===== config.mk =====
export PLATFORM = sky130hd
export DESIGN_NAME = mc_main_ctrl_flat
export DESIGN_NICKNAME = d
export VERILOG_FILES = /design/src/rtl/mc_ctrl_pkg.sv /design/src/rtl/mc_main_ctrl_if.sv /design/src/rtl/mc_alu_ctrl.sv /design/src/rtl/mc_main_ctrl.sv /design/src/flat_wrapper.sv
export SDC_FILE = /design/constraint.sdc
export NUM_CORES = 1
export LEC_CHECK = 0
export BUFFER_PORTS_ARGS = -buffer_cell sky130_fd_sc_hd__buf_2
export CORE_MARGIN = 2
export CORE_UTILIZATION = 40
export CTS_BUF_LIST = sky130_fd_sc_hd__clkbuf_4 sky130_fd_sc_hd__clkbuf_8
export DETAILED_ROUTE_END_ITERATION = 8
export PLACE_DENSITY = 0.73
export SLEW_MARGIN = 20
export SYNTH_ARGS = -nofsm -noshare
export SYNTH_HDL_FRONTEND = slang
export SYNTH_SLANG_ARGS = --single-unit

===== constraint.sdc =====
create_clock -name clk -period 1.7 [get_ports clk]
set_input_delay 0.085 -clock clk [delete_from_list [all_inputs] [get_ports clk]]
set_output_delay 0.085 -clock clk [all_outputs]
set_load 0.05 [all_outputs]

===== src/rtl/mc_ctrl_pkg.sv =====
// mc_ctrl_pkg: shared encodings for the multi-cycle main controller.
// State, opcode, ALUOp, mux-select, ImmSrc and ALUControl codes.
package mc_ctrl_pkg;

   typedef enum logic [3:0] {
      S_FETCH    = 4'd0,
      S_DECODE   = 4'd1,
      S_MEMADR   = 4'd2,
      S_MEMREAD  = 4'd3,
      S_MEMWB    = 4'd4,
      S_MEMWRITE = 4'd5,
      S_EXECR    = 4'd6,
      S_EXECI    = 4'd7,
      S_ALUWB    = 4'd8,
      S_BEQ      = 4'd9,
      S_JAL      = 4'd10
   } state_t;

   localparam logic [6:0] OP_LW  = 7'b0000011;
   localparam logic [6:0] OP_SW  = 7'b0100011;
   localparam logic [6:0] OP_R   = 7'b0110011;
   localparam logic [6:0] OP_I   = 7'b0010011;
   localparam logic [6:0] OP_BEQ = 7'b1100011;
   localparam logic [6:0] OP_JAL = 7'b1101111;

   localparam logic [1:0] ALUOP_ADD = 2'b00;
   localparam logic [1:0] ALUOP_SUB = 2'b01;
   localparam logic [1:0] ALUOP_FN  = 2'b10;

   localparam logic [1:0] RES_ALUOUT = 2'b00;
   localparam logic [1:0] RES_DATA   = 2'b01;
   localparam logic [1:0] RES_ALURES = 2'b10;

   localparam logic [1:0] SRCA_PC    = 2'b00;
   localparam logic [1:0] SRCA_OLDPC = 2'b01;
   localparam logic [1:0] SRCA_RS1   = 2'b10;

   localparam logic [1:0] SRCB_RS2  = 2'b00;
   localparam logic [1:0] SRCB_IMM  = 2'b01;
   localparam logic [1:0] SRCB_FOUR = 2'b10;

   localparam logic [1:0] IMM_I = 2'b00;
   localparam logic [1:0] IMM_S = 2'b01;
   localparam logic [1:0] IMM_B = 2'b10;
   localparam logic [1:0] IMM_J = 2'b11;

   localparam logic [2:0] ALUC_ADD = 3'b000;
   localparam logic [2:0] ALUC_SUB = 3'b001;
   localparam logic [2:0] ALUC_AND = 3'b010;
   localparam logic [2:0] ALUC_OR  = 3'b011;
   localparam logic [2:0] ALUC_SLT = 3'b101;

endpackage


===== src/rtl/mc_main_ctrl_if.sv =====
// mc_main_ctrl_if: controller <-> datapath bundle.
// master = controller (decode inputs in, control lines out);
// slave = datapath. MemReady exists only with MEM_WAIT_EN.
interface mc_main_ctrl_if;
   logic [6:0] op;
   logic [2:0] funct3;
   logic       funct7b5;
   logic       Zero;
`ifdef MEM_WAIT_EN
   logic       MemReady;
`endif
   logic       PCWrite;
   logic       AdrSrc;
   logic       MemWrite;
   logic       IRWrite;
   logic [1:0] ResultSrc;
   logic [1:0] ALUSrcA;
   logic [1:0] ALUSrcB;
   logic       RegWrite;
   logic [1:0] ImmSrc;
   logic [2:0] ALUControl;
   logic       InstrDone;
   logic       IllegalOp;

   modport master (
      input  op, funct3, funct7b5, Zero,
`ifdef MEM_WAIT_EN
      input  MemReady,
`endif
      output PCWrite, AdrSrc, MemWrite, IRWrite,
      output ResultSrc, ALUSrcA, ALUSrcB,
      output RegWrite, ImmSrc, ALUControl,
      output InstrDone, IllegalOp
   );

   modport slave (
      output op, funct3, funct7b5, Zero,
`ifdef MEM_WAIT_EN
      output MemReady,
`endif
      input  PCWrite, AdrSrc, MemWrite, IRWrite,
      input  ResultSrc, ALUSrcA, ALUSrcB,
      input  RegWrite, ImmSrc, ALUControl,
      input  InstrDone, IllegalOp
   );
endinterface


===== src/rtl/mc_alu_ctrl.sv =====
// mc_alu_ctrl: ALUOp/funct3/funct7b5/op[5] -> ALUControl.
// Ports: aluop, funct3, funct7b5, opb5 in; alucontrol out.
module mc_alu_ctrl
   import mc_ctrl_pkg::*;
(
   input  logic [1:0] aluop,
   input  logic [2:0] funct3,
   input  logic       funct7b5,
   input  logic       opb5,
   output logic [2:0] alucontrol
);

   always_comb begin
      alucontrol = ALUC_ADD;
      case (aluop)
         ALUOP_SUB: alucontrol = ALUC_SUB;
         ALUOP_FN: begin
            case (funct3)
               // funct7b5 is an imm bit for I-type, so op[5] gates sub
               3'b000:
                  if (funct7b5 & opb5)
                     alucontrol = ALUC_SUB;
               3'b010:  alucontrol = ALUC_SLT;
               3'b110:  alucontrol = ALUC_OR;
               3'b111:  alucontrol = ALUC_AND;
               default: alucontrol = ALUC_ADD;
            endcase
         end
         default: alucontrol = ALUC_ADD;
      endcase
   end

endmodule


===== src/rtl/mc_main_ctrl.sv =====
// mc_main_ctrl: multi-cycle Moore main controller (RV32I subset).
// Ports: clk, rst_n (sync, active-low), bus (mc_main_ctrl_if.master).
// Option MEM_WAIT_EN: FETCH/MEMREAD/MEMWRITE stall on MemReady.
module mc_main_ctrl
   import mc_ctrl_pkg::*;
(
   input logic         clk,
   input logic         rst_n,
   mc_main_ctrl_if.master bus
);

   state_t     state;
   logic       rdy;
   logic       pc_upd, branch;
   logic       mw, irw, rw, done, ill;
   logic [1:0] aluop;

`ifdef MEM_WAIT_EN
   assign rdy = bus.MemReady;
`else
   assign rdy = 1'b1;
`endif

   always_ff @(posedge clk) begin
      if (!rst_n) begin
         state <= S_FETCH;
      end else begin
         case (state)
            S_FETCH:
               if (rdy) state <= S_DECODE;
            S_DECODE: begin
               case (bus.op)
                  OP_LW, OP_SW: state <= S_MEMADR;
                  OP_R:         state <= S_EXECR;
                  OP_I:         state <= S_EXECI;
                  OP_BEQ:       state <= S_BEQ;
                  OP_JAL:       state <= S_JAL;
                  default:      state <= S_FETCH;
               endcase
            end
            S_MEMADR:
               state <= (bus.op == OP_SW) ?
                        S_MEMWRITE : S_MEMREAD;
            S_MEMREAD:
               if (rdy) state <= S_MEMWB;
            S_MEMWRITE:
               if (rdy) state <= S_FETCH;
            S_EXECR, S_EXECI, S_JAL:
               state <= S_ALUWB;
            default:
               state <= S_FETCH;
         endcase
      end
   end

   always_comb begin
      pc_upd        = 1'b0;
      branch        = 1'b0;
      mw            = 1'b0;
      irw           = 1'b0;
      rw            = 1'b0;
      done          = 1'b0;
      ill           = 1'b0;
      aluop         = ALUOP_ADD;
      bus.AdrSrc    = 1'b0;
      bus.ResultSrc = RES_ALUOUT;
      bus.ALUSrcA   = SRCA_PC;
      bus.ALUSrcB   = SRCB_RS2;
      case (state)
         S_FETCH: begin
            irw           = rdy;
            pc_upd        = rdy;
            bus.ALUSrcB   = SRCB_FOUR;
            bus.ResultSrc = RES_ALURES;
         end
         S_DECODE: begin
            bus.ALUSrcA = SRCA_OLDPC;
            bus.ALUSrcB = SRCB_IMM;
            case (bus.op)
               OP_LW, OP_SW, OP_R,
               OP_I, OP_BEQ, OP_JAL: ill = 1'b0;
               default:              ill = 1'b1;
            endcase
         end
         S_MEMADR: begin
            bus.ALUSrcA = SRCA_RS1;
            bus.ALUSrcB = SRCB_IMM;
         end
         S_MEMREAD: begin
            bus.AdrSrc = 1'b1;
         end
         S_MEMWB: begin
            bus.ResultSrc = RES_DATA;
            rw            = 1'b1;
            done          = 1'b1;
         end
         S_MEMWRITE: begin
            bus.AdrSrc = 1'b1;
            mw         = 1'b1;
            done       = rdy;
         end
         S_EXECR: begin
            bus.ALUSrcA = SRCA_RS1;
            aluop       = ALUOP_FN;
         end
         S_EXECI: begin
            bus.ALUSrcA = SRCA_RS1;
            bus.ALUSrcB = SRCB_IMM;
            aluop       = ALUOP_FN;
         end
         S_ALUWB: begin
            rw   = 1'b1;
            done = 1'b1;
         end
         S_BEQ: begin
            bus.ALUSrcA = SRCA_RS1;
            aluop       = ALUOP_SUB;
            branch      = 1'b1;
            done        = 1'b1;
         end
         S_JAL: begin
            bus.ALUSrcA = SRCA_OLDPC;
            bus.ALUSrcB = SRCB_FOUR;
            pc_upd      = 1'b1;
         end
         default: begin
            pc_upd = 1'b0;
         end
      endcase
   end

   // enables are gated so nothing writes while reset is held
   assign bus.PCWrite   = rst_n &
                          (pc_upd | (branch & bus.Zero));
   assign bus.MemWrite  = rst_n & mw;
   assign bus.IRWrite   = rst_n & irw;
   assign bus.RegWrite  = rst_n & rw;
   assign bus.InstrDone = rst_n & done;
   assign bus.IllegalOp = rst_n & ill;

   always_comb begin
      case (bus.op)
         OP_SW:   bus.ImmSrc = IMM_S;
         OP_BEQ:  bus.ImmSrc = IMM_B;
         OP_JAL:  bus.ImmSrc = IMM_J;
         default: bus.ImmSrc = IMM_I;
      endcase
   end

   mc_alu_ctrl u_alu_ctrl (
      .aluop      (aluop),
      .funct3     (bus.funct3),
      .funct7b5   (bus.funct7b5),
      .opb5       (bus.op[5]),
      .alucontrol (bus.ALUControl)
   );

endmodule


===== src/flat_wrapper.sv =====
// flat-port wrapper written by rule: the top's interface ports become plain ports
module mc_main_ctrl_flat import mc_ctrl_pkg::*;
  (clk, rst_n, bus_op, bus_funct3, bus_funct7b5, bus_Zero, bus_PCWrite, bus_AdrSrc, bus_MemWrite, bus_IRWrite, bus_ResultSrc, bus_ALUSrcA, bus_ALUSrcB, bus_RegWrite, bus_ImmSrc, bus_ALUControl, bus_InstrDone, bus_IllegalOp);
  mc_main_ctrl_if bus_i ();
  input logic clk;
  input logic rst_n;
  input wire logic [$bits(bus_i.op)-1:0] bus_op;
  input wire logic [$bits(bus_i.funct3)-1:0] bus_funct3;
  input wire logic [$bits(bus_i.funct7b5)-1:0] bus_funct7b5;
  input wire logic [$bits(bus_i.Zero)-1:0] bus_Zero;
  output wire logic [$bits(bus_i.PCWrite)-1:0] bus_PCWrite;
  output wire logic [$bits(bus_i.AdrSrc)-1:0] bus_AdrSrc;
  output wire logic [$bits(bus_i.MemWrite)-1:0] bus_MemWrite;
  output wire logic [$bits(bus_i.IRWrite)-1:0] bus_IRWrite;
  output wire logic [$bits(bus_i.ResultSrc)-1:0] bus_ResultSrc;
  output wire logic [$bits(bus_i.ALUSrcA)-1:0] bus_ALUSrcA;
  output wire logic [$bits(bus_i.ALUSrcB)-1:0] bus_ALUSrcB;
  output wire logic [$bits(bus_i.RegWrite)-1:0] bus_RegWrite;
  output wire logic [$bits(bus_i.ImmSrc)-1:0] bus_ImmSrc;
  output wire logic [$bits(bus_i.ALUControl)-1:0] bus_ALUControl;
  output wire logic [$bits(bus_i.InstrDone)-1:0] bus_InstrDone;
  output wire logic [$bits(bus_i.IllegalOp)-1:0] bus_IllegalOp;
  assign bus_i.op = bus_op;
  assign bus_i.funct3 = bus_funct3;
  assign bus_i.funct7b5 = bus_funct7b5;
  assign bus_i.Zero = bus_Zero;
  assign bus_PCWrite = bus_i.PCWrite;
  assign bus_AdrSrc = bus_i.AdrSrc;
  assign bus_MemWrite = bus_i.MemWrite;
  assign bus_IRWrite = bus_i.IRWrite;
  assign bus_ResultSrc = bus_i.ResultSrc;
  assign bus_ALUSrcA = bus_i.ALUSrcA;
  assign bus_ALUSrcB = bus_i.ALUSrcB;
  assign bus_RegWrite = bus_i.RegWrite;
  assign bus_ImmSrc = bus_i.ImmSrc;
  assign bus_ALUControl = bus_i.ALUControl;
  assign bus_InstrDone = bus_i.InstrDone;
  assign bus_IllegalOp = bus_i.IllegalOp;
  mc_main_ctrl u_core (.clk(clk), .rst_n(rst_n), .bus(bus_i));
endmodule

Yosys cells after proc, flatten, opt, wreduce, memory -nomap -nowiden
Cells that the tools add are included.
{"block": "word_totals", "wordCells": 64, "ramBits": 0, "mem_bits_ro": 0, "latch_bits": 0, "reg_bits": 4, "memories": 0}
{"block": "classes", "eq_ne": 21, "n_shift": 0, "n_mul": 0, "mux": 20, "bitwise_logic": 9, "n_div": 0, "order_cmp": 0, "add_sub_neg": 0, "reduce_logical": 13}
{"cell": "4-bit one-hot mux with 5 select lines", "n": 2}
{"cell": "4-bit by 3-bit equality test with 1-bit output, second input constant", "n": 4}
{"cell": "2-bit one-hot mux with 2 select lines", "n": 4}
{"cell": "7-bit by 6-bit equality test with 1-bit output, second input constant", "n": 2}
{"cell": "7-bit equality test, second input constant", "n": 2}
{"cell": "4-bit equality test, second input constant", "n": 3}
{"cell": "3-bit one-hot mux with 4 select lines", "n": 1}
{"cell": "2-bit OR reduction", "n": 6}
{"cell": "1-bit two-way mux", "n": 10}
{"cell": "1-bit AND", "n": 8}
{"cell": "4-bit by 2-bit equality test with 1-bit output, second input constant", "n": 2}
{"cell": "4-bit OR reduction", "n": 2}
{"cell": "7-bit by 2-bit equality test with 1-bit output, second input constant", "n": 1}
{"cell": "7-bit by 5-bit equality test with 1-bit output, second input constant", "n": 1}
{"cell": "3-bit equality test, second input constant", "n": 2}
{"cell": "2-bit one-hot mux with 3 select lines", "n": 1}
{"cell": "3-bit one-hot mux with 2 select lines", "n": 1}
{"cell": "3-bit OR reduction", "n": 2}
{"cell": "6-bit OR reduction", "n": 1}
{"cell": "4-bit by 1-bit equality test with 1-bit output, second input constant", "n": 1}
{"cell": "4-bit zero test", "n": 1}
{"cell": "3-bit by 2-bit equality test with 1-bit output, second input constant", "n": 1}
{"cell": "3-bit zero test", "n": 1}
{"cell": "3-bit two-way mux", "n": 1}
{"cell": "3 further kinds", "n": 3}

Depth between registers and ports, before layout
{"block": "depth", "ltp_word": 5, "ltp_mapped": 7}

Hierarchy
From an unflattened synthesis, not the netlist that was laid out.
{"block": "hier_totals", "cells_unflattened": 80, "area_unflattened_um2": 596.8}
{"module": "mc_main_ctrl", "seq_area_each_um2": 80.1, "cells_each": 69, "n_inst": 1, "area_per_inst_um2": 500.5}
{"module": "mc_alu_ctrl", "seq_area_each_um2": 0.0, "cells_each": 11, "n_inst": 1, "area_per_inst_um2": 96.3}

Least setup slack after synthesis
OpenSTA, ideal clock, no wires.
{"block": "synth_timing", "path_kind": "reg-to-output", "startpoint": "reg u_core.state[1]", "endpoint": "out bus_ALUControl[2]", "path_buffers": 2, "path_slack_ps": -1142, "required_ps": 1615, "t_arrival_ps": 2757, "path_stages_with_launch": 7, "cell_sequence": "dfxtp_1 -> buf_2 -> buf_1 -> and2_1 -> inv_1 -> ha_1 -> nor4_1"}
{"block": "synth_via", "elab_chain_len": 5}
{"item": "start, declared", "line_no": "mc_main_ctrl.sv:12", "rtl": "state_t state;"}
{"item": "start signal, assigned", "line_no": "mc_main_ctrl.sv:42", "rtl": "state <= (bus.op == OP_SW) ?"}
{"item": "4-bit by 3-bit equality test with 1-bit output", "line_no": "mc_main_ctrl.sv:69", "rtl": "case (state)"}
{"item": "2-bit OR reduction (no source line)"}
{"item": "2-bit one-hot mux with 2 select lines *", "line_no": "mc_main_ctrl.sv:69"}
{"item": "2-bit equality test / 2-bit by 1-bit equality test with 1-bit output (equally long branches)", "line_no": "mc_alu_ctrl.sv:15", "rtl": "case (aluop)"}
{"item": "3-bit one-hot mux with 2 select lines *", "line_no": "mc_alu_ctrl.sv:15"}
{"item": "end, declared", "line_no": "flat_wrapper.sv:20", "rtl": "output wire logic [$bits(bus_i.ALUControl)-1:0] bus_ALUControl;"}
Mark *: on every way between the ends. The rest lies on a longest branch, timed or not.

Worst setup path in the final report
{"block": "layout_timing", "startpoint": "reg u_core.state[3]", "endpoint": "out bus_IllegalOp"}
{"block": "layout_via", "elab_chain_len": 3}
{"item": "4-bit by 1-bit equality test with 1-bit output", "line_no": "mc_main_ctrl.sv:69"}
{"item": "1-bit two-way mux", "line_no": "mc_main_ctrl.sv:69"}
{"item": "1-bit AND", "line_no": "mc_main_ctrl.sv:139", "rtl": "assign bus.IllegalOp = rst_n & ill;"}
{"item": "end, declared", "line_no": "flat_wrapper.sv:22", "rtl": "output wire logic [$bits(bus_i.IllegalOp)-1:0] bus_IllegalOp;"}
Every way passes these cells.

==> impl_metrics.tcl <==
set metrics [dict create \
    gp_congestion 0.767 \
    post_drt_via_cell_ratio 5.64 \
    worst-endpoint-required_ns 1.62 \
    largest_net_degree_at_the_start_of_global_routing 20 \
    layout_top_registers "u_core.state x4" \
    timing.final.setup_violations 0 \
    cap_viol_max_count 0 \
    crit_fanout 10 \
    post_synthesis_sequential_area_ratio_pct 13.6 \
    clockBufferDepth 2 \
    htree_levels 1 \
    std_cell_rows 13 \
    synth_cell_type_count 36 \
    max-vdd-ir-drop_mv 0.306 \
    setup.worst_path.end "bus_IllegalOp" \
    grt_remaining_overflow 0 \
    final_antenna_net_count 0 \
    placed_area_um2 830 \
    wire_per_inst_um 13.1 \
    die-width_um 42.3 \
    cp-startpoint "u_core.state[3]$_SDFF_PN0_" \
    yosys_warn_count 0 \
    reg2reg_to "u_core.state[1]$_SDFF_PN0_" \
    critical-path-top-cell-by-count "sky130_fd_sc_hd__buf_6" \
    worst_setup_ep_type "output port" \
    maxUsedRoutingLayer "met4" \
    count_of_nets_after_finishing 135 \
    rrSetupSlack_ns 0.23 \
    buffer_ports.inserted 31 \
    outcome "complete, no violations" \
    finish.utilization_pct 72.6 \
    unrepaired_setup_endpoints_after_global_routing "yes" \
    synthesis.area_um2 588 \
    synth_edf_count 0 \
    grt_antenna_before_repair 0 \
    detailedRoute.firstPassIterationCount 4 \
    synth.mux.area_fraction_pct 1.70 \
    antenna-diode-count 0 \
    drt_iter0_drc 13 \
    grt_use_total_pct 19.8 \
    clock.fmax_mhz 600 \
    clk_latency_ns 0.23 \
    i_o_pin_count 32 \
    route.vias.total 744 \
    power_density_nw_per_um2 386 \
    largest-register "u_core.state" \
    crit_path_max_incr_delay_ns 0.44 \
    timing.critical_path.from_type "flip-flop" \
    post-dp-hpwl_um 1210 \
    total_leakage_power_nw 0.452 \
    synth.ff_latch_count 4 \
    clk_transition_reported_paths_ns 0.03 \
    cts_hold_buffers 0 \
    dieArea_um2 1790 \
    postRouteWirelength_um 1720 \
    synth_top_family_by_area "simple AND/OR/NAND/NOR gates" \
    tightestPinTransition_ns 0.421 \
    worst-endpoint-arrival_ns 1.58 \
    synth_area_per_cell_um2 7.17 \
    floorplan.initialDensity_pct 44.1 \
    largest_reg_flops 4 \
    tritoncts "yes" \
    reg2reg_depth 4 \
    clock_sinks 4 \
    synth_adder_area_share_pct 4.26 \
    slew_violations 0 \
    fp.coreArea_um2 1330 \
    first_global_vias 658 \
    timing.final.crit_share_pct 98.1 \
    crit_type "reg -> out" \
    chipHeight_um 42.3 \
    global_route_wire_length_before_repair_um 2820 \
    cp_slowest_cell "sky130_fd_sc_hd__or3b_4" \
    crit_reg_reg_startpoint "u_core.state[3]$_SDFF_PN0_" \
    synth_compound_gate_area_share_pct 14.5 \
    synthArstFlopShare_pct 0 \
    number_of_instances_in_the_synthesized_netlist 82 \
    final_clock_skew_ns 0.00372 \
    hold_viol 0 \
    timing.critical_path.cells "buf_6 -> or3b_4 -> nor4b_4 -> buf_6" \
    detail_route_met3_wl_um 81 \
    fin_setup_tns_ns 0 \
    cts-buffers-inserted 3 \
    ys.flop_type "sky130_fd_sc_hd__dfxtp_1" \
    layout.cell_area.non_filler_um2 968 \
    wl_met1_um 776 \
    clock_tree.root_cell "sky130_fd_sc_hd__clkbuf_4" \
    syn2layout_area_growth_pct 64.7 \
    min_period_ns 1.67 \
    timing.max_slew.rel_slack_pct 71.6 \
    synth.net_count 98 \
    drive_gt1_share_pct 55.6 \
    hp-class "in -> reg" \
    drcViolationCount 0 \
    synthSimpleGateAreaFrac_pct 50.6 \
    met2_wl_um 832 \
    synth-xor-area-share_pct 7.45 \
]
==> cell usage in the layout (no fill, tap or decap), drive strengths merged <==
cell | Yosys | layout
a21boi | 1 | 1
a21oi | 4 | 4
a311o | 1 | 1
a31oi | 2 | 2
and2 | 1 | 1
and3 | 5 | 5
and3b | 2 | 2
and4b | 1 | 1
and4bb | 1 | 1
buf | 6 | 38
clkbuf | 0 | 3
dfxtp | 4 | 4
ha | 2 | 2
inv | 5 | 5
mux2i | 1 | 1
nand2 | 5 | 5
nand2b | 3 | 3
nand3 | 2 | 2
nand4 | 2 | 2
nand4b | 1 | 1
nor2 | 3 | 3
nor2b | 5 | 5
nor3 | 3 | 3
nor3b | 4 | 4
nor4 | 2 | 2
nor4b | 2 | 2
o211ai | 1 | 1
o21ai | 4 | 4
o31ai | 1 | 1
or2 | 1 | 1
or2b | 1 | 1
or3b | 1 | 1
xnor2 | 3 | 3
xor2 | 2 | 2
==> report_power, final <==
group	switching (mW)	total, mW	leakage (nW)	internal (mW)
Combinational	0.102	0.165	0.403	0.0634
Sequential	0.00173	0.0958	0.0349	0.0940
Clock	0.0347	0.113	0.0138	0.0786
Total	0.138	0.374	0.452	0.236
==> worst min path at each step <==
| stage | start | end | cells past startpoint |
|---|---|---|---|
| floorplan | bus_funct3[0] | bus_ALUControl[2] | 1 |
| global placement | rst_n | u_core.state[3]$_SDFF_PN0_ | 2 |
| detailed placement | rst_n | u_core.state[3]$_SDFF_PN0_ | 2 |
| CTS | rst_n | u_core.state[3]$_SDFF_PN0_ | 2 |
| global route | rst_n | u_core.state[3]$_SDFF_PN0_ | 2 |
| finish | rst_n | u_core.state[3]$_SDFF_PN0_ | 2 |
==> repair_timing <==
| action | 4_1_cts | 5_1_grt |
|---|---|---|
| setup endpoints to repair | 5 | 8 |
| buffers inserted | 0 | 1 |
| pin swaps | 1 | 3 |
| gates cloned | 0 | 0 |
| gates resized for setup | 16 | 17 |
==> logic make-up (layout without fill, tap and decap cells) <==
family          Yosys count  in the layout
buf+inv                  11             46
xor+xnor                  5              5
flops                     4              4
fa+ha+maj                 2              2
compound gates           14             14
mux                       1              1
simple gates             45             45
==> synthesized netlist by cell type (all sizes together) (2+ instances only) <==
master  n  area (µm²)
buf     6        27.5
and3    5        32.5
inv     5        18.8
nand2   5        18.8
nor2b   5        31.3
a21oi   4        20.0
dfxtp   4        80.1
nor3b   4        30.0
o21ai   4        20.0
nand2b  3        26.3
nor2    3        11.3
nor3    3        15.0
xnor2   3        26.3
a31oi   2        12.5
and3b   2        17.5
ha      2        25.0
nand3   2        10.0
nand4   2        12.5
nor4    2        12.5
nor4b   2        17.5
xor2    2        17.5
==> worst max-delay path: cells and delay by family, from the launching register on <==
| kind | cells | cell delay [ns] |
|---|---|---|
| buffers and inverters | 2 | 0.33 |
| DFF | 1 | 0.35 |
| and+or+nand+nor | 2 | 0.67 |
==> final cells by class <==
class,count,area (µm²)
Multi-Input combinational cell,67,564
Timing Repair Buffer,38,254
Fill cell,111,365
Inverter,5,18.8
Sequential cell,4,90.1
Clock buffer,3,22.5
Tap cell,15,18.8
==> per-stage QoR <==
stage,hold slack (ns),power (mW),setup slack [ns],instances
CTS,0.140,0.373,-0.00531,131
global route,0.143,0.400,-0.0103,132
floorplan,0.236,0.207,-0.245,82
detailed placement,0.391,0.250,0.0628,128
finish,0.148,0.374,0.0323,132
global placement,0.388,0.248,0.0890,128
==> metal layers <==
layer  vias up  track usage [%]
met5         -                0
met4         0             9.38
met3         4             1.29
met2        29             30.2
met1       343             27.9
li1        368                -
No activity file was read; power rests on OpenSTA's default activity.
